### src/rtl/shift_sequencer.sv
// Variable-amount left shift/rotate sequencer: steps a per-nibble slice chain
// one bit per clock between a request and a result valid/ready handshake.
module shift_sequencer #(
  parameter int unsigned DATA_W = 16,
  parameter int unsigned AMT_W  = 4
) (
  input  logic              clk,
  input  logic              rst_n,
  input  logic              in_valid,
  output logic              in_ready,
  input  logic [DATA_W-1:0] in_data,
  input  logic [AMT_W-1:0]  in_amt,
  input  logic              in_rot,
  output logic              out_valid,
  input  logic              out_ready,
  output logic [DATA_W-1:0] out_data,
  output logic              out_carry,
  output logic              busy
);

  localparam int unsigned NSLICE = DATA_W / 4;

  typedef enum logic [1:0] {IDLE, SHIFT, HOLD} state_t;

  state_t            state;
  logic [DATA_W-1:0] data_q;
  logic [DATA_W-1:0] data_step;
  logic [AMT_W-1:0]  count;
  logic              carry;
  logic              mode;
  logic [NSLICE-1:0] slice_fill;

  // Each 4-bit slice takes its fill from the MSB of the slice below; only the
  // lowest slice's fill is chosen by the controller (rotate or zero).
  always_comb begin
    slice_fill    = '0;
    data_step     = '0;
    slice_fill[0] = mode & data_q[DATA_W-1];
    for (int unsigned k = 1; k < NSLICE; k++) begin
      slice_fill[k] = data_q[4*k-1];
    end
    for (int unsigned k = 0; k < NSLICE; k++) begin
      data_step[4*k +: 4] = {data_q[4*k +: 3], slice_fill[k]};
    end
  end

  always_ff @(posedge clk or negedge rst_n) begin
    if (!rst_n) begin
      state     <= IDLE;
      data_q    <= '0;
      count     <= '0;
      carry     <= 1'b0;
      mode      <= 1'b0;
      in_ready  <= 1'b1;
      out_valid <= 1'b0;
      busy      <= 1'b0;
    end else begin
      case (state)
        IDLE: begin
          if (in_valid) begin
            data_q   <= in_data;
            count    <= in_amt;
            mode     <= in_rot;
            carry    <= 1'b0;
            in_ready <= 1'b0;
            busy     <= 1'b1;
            if (in_amt == '0) begin
              state     <= HOLD;
              out_valid <= 1'b1;
            end else begin
              state <= SHIFT;
            end
          end
        end
        SHIFT: begin
          data_q <= data_step;
          carry  <= data_q[DATA_W-1];
          count  <= count - 1'b1;
          if (count == AMT_W'(1)) begin
            state     <= HOLD;
            out_valid <= 1'b1;
          end
        end
        HOLD: begin
          if (out_ready) begin
            state     <= IDLE;
            out_valid <= 1'b0;
            busy      <= 1'b0;
            in_ready  <= 1'b1;
          end
        end
        default: begin
          state     <= IDLE;
          out_valid <= 1'b0;
          busy      <= 1'b0;
          in_ready  <= 1'b1;
        end
      endcase
    end
  end

  assign out_data  = data_q;
  assign out_carry = carry;

endmodule

### config.mk
export PLATFORM = sky130hd
export DESIGN_NAME = shift_sequencer
export DESIGN_NICKNAME = d
export VERILOG_FILES = /design/src/rtl/shift_sequencer.sv
export SDC_FILE = /design/constraint.sdc
export NUM_CORES = 1
export LEC_CHECK = 0
export BUFFER_PORTS_ARGS = -buffer_cell sky130_fd_sc_hd__buf_2
export CAP_MARGIN = 20
export CORE_AREA = 2 2 56 58
export CTS_CLUSTER_SIZE = 12
export DETAILED_ROUTE_END_ITERATION = 10
export DIE_AREA = 0 0 58 60
export PLACE_DENSITY = 0.76
export SYNTH_ARGS = -nofsm -noshare
export SYNTH_HDL_FRONTEND = slang
export SYNTH_SLANG_ARGS = --single-unit
export TNS_END_PERCENT = 5
### constraint.sdc
create_clock -name clk -period 2 [get_ports clk]
set_clock_uncertainty 0.2 [all_clocks]
set_input_delay 0.1 -clock clk [delete_from_list [all_inputs] [get_ports clk]]
set_output_delay 0.1 -clock clk [all_outputs]
set_load 0.03 [all_outputs]
**Word level (Yosys, flattened, before mapping)**

Index checks and enable logic that the tools add are counted.
W data, S select, Z words.

- Bits in registers: 27
- Logic and storage cells: 46
- Output and inout bits: 20

- Eq/ne operators: 7
- Add/sub/neg operators: 1
- Reduce and logical (&&, ||, !) cells: 8
- Bitwise gates (word level): 2
- Multiplexer cells: 20

Operators by type and width:

| cell | number |
|---|---|
| $pmux W16 S2 | 1 |
| $mux W16 | 1 |
| $pmux W1 S3 | 3 |
| $mux W2 | 4 |
| $ne A2 B2 Y1 const B | 4 |
| $pmux W4 S2 | 1 |
| $mux W1 | 7 |
| $pmux W2 S3 | 1 |
| $reduce_and A3 Y1 | 2 |
| $eq A4 B1 Y1 const B | 1 |
| $logic_not A4 Y1 | 1 |
| $mux W4 | 1 |
| $reduce_and A2 Y1 | 2 |
| $reduce_and A4 Y1 | 1 |
| $sub A4 B1 Y4 const B | 1 |
| $eq A2 B1 Y1 const B | 1 |
| $eq A2 B2 Y1 const B | 1 |
| $logic_not A2 Y1 | 1 |
| $pmux W1 S2 | 1 |
| $reduce_bool A2 Y1 | 1 |
| $and A1 B1 Y1 | 1 |
| $not A1 Y1 | 1 |

**Logic depth before layout (Yosys ltp)**

Gate-level depths: netlist of the first run.

- Word-level depth: 4
- Gate-level depth with buffers: 6

**Worst setup path after synthesis of the first run**

Ideal clock, no wire load.

- Path kind: register to register
- Start point: register count[2]
- End point: register count[3]
- Path slack: 450 ps
- Clock period less this slack: 1,550 ps
- Required time: 1,679 ps
- Stages on the path, launching flop included: 4
- Data arrival time: 1,229 ps
- Setup time: 121 ps
- Path buffers: 0
- Path through: dfrtp_1 or3_1 o32a_1 o22a_1

- Longest elaborated chain between the ends: 2

Ends and longest elaborated chain:

| item | line | source |
|---|---|---|
| start, declared | 28 | `logic [AMT_W-1:0] count;` |
| start signal, assigned | 62 | `count <= in_amt;` |
| start signal, assigned | 78 | `count <= count - 1'b1;` |
| $sub A4 B1 Y4 | 78 |  |
| $pmux W4 S2 | 58 | `case (state)` |

Every way passes these cells.
A chain may end at the register's enable or synchronous reset.

**Worst setup path in the final report of the first run**

- Start point: register state[0]
- End point: register data_q[13] (netlist: out_data[13])

- Longest elaborated chain between the ends: 3

Ends and longest elaborated chain:

| item | line | source |
|---|---|---|
| start, declared | 25 | `state_t state;` |
| start signal, assigned | 49 | `state <= IDLE;` |
| start signal, assigned | 68 | `state <= HOLD;` |
| start signal, assigned | 71 | `state <= SHIFT;` |
| $eq A2 B1 Y1 or $logic_not A2 Y1 (tied branches) | 58 |  |
| $reduce_bool A2 Y1 (no source line) or $ne A2 B2 Y1 (tied branches) | n/a |  |
| $reduce_and A2 Y1 (no source line) | n/a |  |
| end signal, assigned | 61 | `data_q <= in_data;` |
| end signal, assigned | 76 | `data_q <= data_step;` |
| end, declared | 26 | `logic [DATA_W-1:0] data_q;` |

Parallel ways exist; a longest one is shown, timed or not.

==> results of run 1 <==
==> cells in the final DEF, fill, tap and decap left out, drive strengths merged, types with 2 or more instances in the layout <==
cell / n
a21oi: 7
a22o: 2
and2b: 2
buf: 48
clkbuf: 3
dfrtp: 26
dlygate4sd3: 24
ha: 2
inv: 7
mux2i: 16
nand2: 15
nand2b: 3
nor2: 3
nor3: 2
o21ai: 19
or3: 2
==> flip-flops by register name (all words and copies together) (netlist names) <==
register,flops
state,2
mode,1
count,4
busy,1
out_valid,1
in_ready,1
out_data,16
out_carry,1
==> cells by family after synthesis <==
kind of cell,Yosys count,share of synthesized area [%]
buffers and inverters,15,6.81
adders and majority gates,2,1.84
DFF,27,49.8
AOI/OAI and AO/OA,38,17.0
muxes,17,12.6
and+or+nand+nor,32,11.9
==> cell type report <==
class | count | area (um2) | share of cell area [%]
well taps | 33 | 41.3 | 2.21
clock inverters | 1 | 5.00 | 0.268
flip-flops and latches | 27 | 677 | 36.2
repair buffers | 72 | 503 | 26.9
clock buffers | 3 | 22.5 | 1.21
inverters | 7 | 26.3 | 1.41
multi-input cells | 89 | 593 | 31.7
==> worst max path at each step <==
stage | slack [ns] | end | cells after the start
floorplan | 0.45 | count[3]$_DFFE_PN0P_ | 3
global placement | 0.35 | out_data[4]$_DFFE_PN0P_ | 4
detailed placement | 0.27 | out_data[4]$_DFFE_PN0P_ | 4
CTS | 0.28 | out_data[4]$_DFFE_PN0P_ | 4
global route | 0.13 | out_data[7]$_DFFE_PN0P_ | 4
finish | 0.29 | out_data[13]$_DFFE_PN0P_ | 4
==> metal layers <==
layer	vias up	share of wire (%)
li1	600	-
met1	558	44
met2	40	50
met3	6	4.6
met4	0	1.4
met5	-	0
==> stage by stage <==
| step | total power, uW | setup WS, ns | hold slack (ns) | instance area, um2 |
|---|---|---|---|---|
| final | 2940 | 0.288 | 0.107 | 1870 |
| after global routing | 3180 | 0.130 | 0.143 | 1870 |
| after CTS | 2960 | 0.277 | 0.119 | 1870 |
| after detailed placement | 2700 | 0.274 | -0.0599 | 1600 |
| after global placement | 2620 | 0.354 | -0.0635 | 1600 |
| after floorplan | 2280 | 0.450 | -0.396 | 1360 |
==> critical path, cell delays in order (launching register included) <==
cell	delay (ns)
dfrtp_1	0.55
and2b_1	0.31
buf_4	0.25
mux2i_1	0.22
o21ai_1	0.08
==> power groups by stage <==
stage | sequential (uW) | clock, uW | combinational, uW
3_5_place_dp | 1070 | 0 | 1630
2_1_floorplan | 1380 | 0 | 902
4_1_cts | 1060 | 237 | 1660
5_1_grt | 1100 | 258 | 1820
6_report | 1060 | 226 | 1650
3_3_place_gp | 1050 | 0 | 1570
==> summary.txt, run 1 <==
Run status
  • Status: complete, no violations

Logic synthesis
  • Most numerous cell in the Yosys netlist: dfrtp_1
  • Share of the synthesized area in the top cell type: 47.9%
  • Synth warn: 0
  • Syn avg cell area: 10.4 um2
  • Synth top area cells: dfrtp_1 (48%), mux2i_1 (12%), nand2_1 (4.1%)
  • FFs w/ async S/R, synth: 100%
  • Synth cell count leaders: dfrtp_1 (26), mux2i_1 (16), nand2_1 (15)
  • FF+latch count, synth: 27
  • Yosys top cell by area: dfrtp_1
  • Synth cell types: 37
  • Ys flop type: dfrtp_1
  • Mapped cell area: 1360 um2
  • Number of synthesized flops with an enable pin: 0
  • Synthesized instance count: 131
  • Mapped Nets: 158
  • Seq/Total Area, Yosys: 49.8%

STA
  • Setup TNS: 0 ns
  • Final Slew Violations: 0
  • Min cycle time layout: 1.71 ns
  • Final Cycle Share: 85.6%
  • RSZ-0062 raised after global routing: false
  • Slew HR: 61.1%
  • Final Hold Viols: 0
  • Final setup violation count: 0
  • Worst Tran Pin Value: 0.583 ns
  • Highest clock rate: 584 MHz

Setup path
  • Reg2Reg Depth: 4
  • Worst path required time: 2.02 ns
  • Max FO, Critical Path: 11
  • R2R Path Start: state[0]$_DFFE_PN0P_
  • CP arrival: 1.73 ns
  • CP endpoint kind: register
  • R2R Setup Slk: 0.29 ns
  • Crit Path Class: register to register
  • Worst r2r dst: out_data[13]$_DFFE_PN0P_
  • CP startpoint kind: register
  • CP Launch Point: state[0]$_DFFE_PN0P_

Final layout
  • Post-layout util: 64.4%
  • Post-route insts no fill: 232
  • # fillers: 249
  • Ratio of cells with drive above 1 in the final layout: 28.6%
  • ANT cells: 0
  • P&R area growth vs syn: 37.5%
  • Final #Nets: 227

Floorplan
  • Chip height: 60 um
  • Die X: 58 um
  • Num rows: 20
  • Initial Util: 46.8%
  • Top Ports: 45
  • Die area: 3480 um2
  • Core box area: 2900 um2

Min path
  • Hold Path Class: input port to asynchronous set/reset pin

Pwr
  • VDD IR-drop max: 0.959 mV
  • Power Density: 1570 nW/um2
  • Clock Power Share: 7.7%
  • Sw Ratio: 47.0%
  • Leak pwr: 0.000930 uW
  • Sequential share of power: 36.1%
  • Switching power: 1380 uW
  • Pint: 1560 uW
  • Comb power frac: 56.2%

Drt
  • DRT iter0 DRCs: 10
  • Total Wirelength: 3010 um
  • Vias per cell: 5.19
  • Detailed-route DRC error count: 0
  • Total number of vias: 1204
  • ANT nets after route: 0
  • Routed len/inst: 13.0 um
  • 1st-pass router iterations: 4

GRT
  • Pin count of the biggest net entering global routing: 34
  • Vias in the first global route: 1198
  • GRT busiest layer: met2
  • M1 GR Usage: 23.1%
  • Met2 Usage GRT: 34.7%
  • Grt met3 use: 1.95%
  • Gr usage total: 18.6%
  • Grt total ovfl: 0
  • First-pass GRT wire length: 5010 um
  • Initial antenna violation count: 0

Run
  • Maxcap violations: 0

Clock tree
  • H-tree depth reported by CTS: 1
  • Clock transition at path regs: 0.14 ns
  • Clock Root Buffer: clkbuf_4
  • Hold_buf cts: 24
  • Worst-Skew Late Latency: 0.31 ns
  • CTS max path bufs: 2
  • TritonCTS Sinks: 27
  • Post-CTS sizing: 0
  • CTS Buf Count: 3
  • Setup repair bufs after CTS: 0
  • TritonCTS clock tree: done

Placement
  • PortBufs: 44
  • Final HPWL DP: 2120 um
  • Gpl congestion: 0.764
  • Placed cells: 204
(Power assumes the default switching activity.)
==> run 2: changes to the inputs <==
CORE_AREA = 2 2 62 64   (was 2 2 56 58)
DIE_AREA = 0 0 64 66   (was 0 0 58 60)
PLACE_DENSITY = default   (was 0.76)
SETUP_SLACK_MARGIN = 0.1   (was default)
==> run 2 against run 1 <==
Net effect: first-iteration DRC count increased to 8.2 times the previous value; worst setup slack better by 0.037 ns; global-route usage decreased by 3.0 points; final cell count is 6.0% higher; critical path type unchanged.
==> summary.txt, run 2 (synthesized netlist as in run 1, its figures left out) <==
Run status
  • Status: complete, no violations

Setup path
  • Worst path required time: 2.02 ns (about the same)
  • Critical path's top delay family: flip-flops
  • Crit path largest cell delay: 0.54 ns (about the same)
  • Slowest CP cell: dfrtp_1
  • Max FO, Critical Path: 15 (+4)
  • Crit-path cells: and2b_1, buf_12, mux2i_1, o21ai_1
  • Crit Path Class: register to register
  • CP startpoint kind: register
  • CP arrival: 1.70 ns (-0.03 ns)
  • R2R Setup Slk: 0.32 ns (+0.04 ns)
  • Reg2Reg Depth: 4 (unchanged)
  • R2R Path Start: state[1]$_DFFE_PN0P_
  • Worst r2r dst: out_data[7]$_DFFE_PN0P_
  • CP endpoint kind: register
  • Worst Path Buf+Inv: 1 (unchanged)

Floorplan
  • Die area: 4220 um2 (+21%)
  • Num rows: 22 (+10%)
  • Die X: 64 um (+10%)
  • Chip height: 66 um (+10%)
  • Initial Util: 38.3% (-8.5 points)
  • Core box area: 3550 um2 (+22%)
  • Top Ports: 45 (unchanged)

GRT
  • Grt total ovfl: 0 (unchanged)
  • Initial antenna violation count: 0 (unchanged)
  • First-pass GRT wire length: 5150 um (+2.8%)
  • Gr usage total: 15.6% (-3.0 points)
  • Vias in the first global route: 1190 (-0.67%)
  • Pin count of the biggest net entering global routing: 28 (-18%)

Clock tree
  • TritonCTS clock tree: done
  • TritonCTS Sinks: 27 (unchanged)
  • Clock transition at path regs: 0.15 ns (about the same)
  • Setup repair bufs after CTS: 0 (unchanged)
  • Worst-Skew Late Latency: 0.32 ns (about the same)
  • Clock Root Buffer: clkbuf_4
  • CTS Buf Count: 3 (unchanged)
  • CTS max path bufs: 2 (unchanged)
  • H-tree depth reported by CTS: 1 (unchanged)

STA
  • Final Slew Violations: 0 (unchanged)
  • Final setup violation count: 0 (unchanged)
  • Highest clock rate: 597 MHz (+2.2%)
  • Final Cycle Share: 83.8% (-1.8 points)
  • Worst Tran Pin Value: 0.597 ns (+0.0135 ns)
  • Hold_ws: 0.0870 ns (-0.0196 ns)
  • Final Hold Viols: 0 (unchanged)
  • Setup TNS: 0 ns (unchanged)
  • Slew HR: 60.2% (-0.90 points)
  • Final setup margin: 0.324 ns (+0.0367 ns)
  • RSZ-0062 raised after global routing: false
  • Min cycle time layout: 1.68 ns (-0.0367 ns)

Pwr
  • Switching power: 1390 uW (+0.47%)
  • VDD IR-drop max: 1.01 mV (+5.5%)
  • Tot Pwr: 2940 uW (+0.25%)
  • Pint: 1560 uW (about the same)
  • Comb power frac: 55.8% (-0.4 points)
  • Power Density: 1560 nW/um2 (-0.48%)
  • Leak pwr: 0.000923 uW (-0.78%)
  • Sequential share of power: 36.0% (about the same)
  • Clock Power Share: 8.2% (+0.5 points)
  • Sw Ratio: 47.1% (+0.10 points)

Drt
  • Total number of vias: 1210 (+0.50%)
  • Vias per cell: 4.92 (-5.2%)
  • Detailed-route DRC error count: 0 (unchanged)
  • 1st-pass router iterations: 4 (unchanged)
  • ANT nets after route: 0 (unchanged)
  • DRT iter0 DRCs: 82 (+72)
  • Routed len/inst: 12.4 um (-4.6%)
  • Total Wirelength: 3050 um (+1.2%)

Final layout
  • # fillers: 331 (+33%)
  • ANT cells: 0 (unchanged)
  • Commonest non-fill, non-tap cell in the layout: buf_2
  • Max reg flops: 16 (unchanged)
  • Final #Nets: 226 (-0.44%)
  • P&R area growth vs syn: 38.5%
  • Ratio of cells with drive above 1 in the final layout: 28.3% (-0.36 points)
  • Most frequent cells in the layout: buf_2 (44), dfrtp_1 (26), dlygate4sd3_1 (24)

Placement
  • Gpl congestion: 0.845 (+11%)
  • PortBufs: 44 (unchanged)
  • Final HPWL DP: 2090 um (-1.7%)
  • Post-Place Setup Slack: 0.357 ns (+0.0826 ns)

Run
  • Maxcap violations: 0 (unchanged)

Min path
  • Hold Path Class: input port to asynchronous set/reset pin
==> run 2: cell count changes in the layout (fill, tap and decap cells not counted) <==
cell / previous run / this run
buf_4: 3 / 2
clkinv_2: 1 / 0
clkinvlp_4: 0 / 1
==> run 2: how the worst max path moves through the flow <==
stage	endpoint	depth (start not counted)	from
2_1_floorplan	count[3]$_DFFE_PN0P_	3	count[2]$_DFFE_PN0P_
3_3_place_gp	count[3]$_DFFE_PN0P_	4	state[0]$_DFFE_PN0P_
3_5_place_dp	count[3]$_DFFE_PN0P_	4	state[0]$_DFFE_PN0P_
4_1_cts	out_data[2]$_DFFE_PN0P_	4	state[1]$_DFFE_PN0P_
5_1_grt	out_data[2]$_DFFE_PN0P_	4	state[1]$_DFFE_PN0P_
6_report	out_data[7]$_DFFE_PN0P_	4	state[1]$_DFFE_PN0P_
==> run 2: through the flow <==
stage               util, %  area [um2]  instances
floorplan                 -        1360        131
global placement       45.4        1610        218
detailed placement     45.4        1610        218
CTS                    53.0        1880        246
global route           53.0        1880        246
finish                 53.0        1880        246
==> run 2: layer usage <==
layer,vias to the layer above,GRT usage (%),part of all wire [%]
li1,597,-,-
met5,-,0,0
met3,4,2.73,4.4
met1,577,20.9,48
met4,0,5.16,0.56
met2,32,25.5,47
==> run 2: power groups by stage <==
| stage | logic, uW | clock network, uW | registers (uW) |
|---|---|---|---|
| after CTS | 1650 | 257 | 1060 |
| after global routing | 1800 | 281 | 1100 |
| after global placement | 1600 | 0 | 1060 |
| after floorplan | 902 | 0 | 1380 |
| after detailed placement | 1610 | 0 | 1070 |
| final | 1640 | 241 | 1060 |
==> run 2: cell type report <==
cell class / instances / area (um2) / area share (%)
Tap cell: 48 / 60.1 / 3.19
Clock inverter: 1 / 7.51 / 0.399
Timing Repair Buffer: 71 / 495 / 26.3
Clock buffer: 3 / 22.5 / 1.20
Sequential cell: 27 / 677 / 36.0
Multi-Input combinational cell: 89 / 593 / 31.5
Inverter: 7 / 26.3 / 1.40
==> run 2: repair_timing <==
item,4_1_cts,5_1_grt
resized for setup,0,0
endpoints found under the hold margin,53,0
hold buffers,24,0
endpoints found under the setup margin,0,0
==> run 2: worst reg2reg max path, stage by stage (launching register included) <==
cell     delay (ns)
dfrtp_1        0.54
and2b_1        0.36
buf_12         0.19
mux2i_1        0.21
o21ai_1        0.08
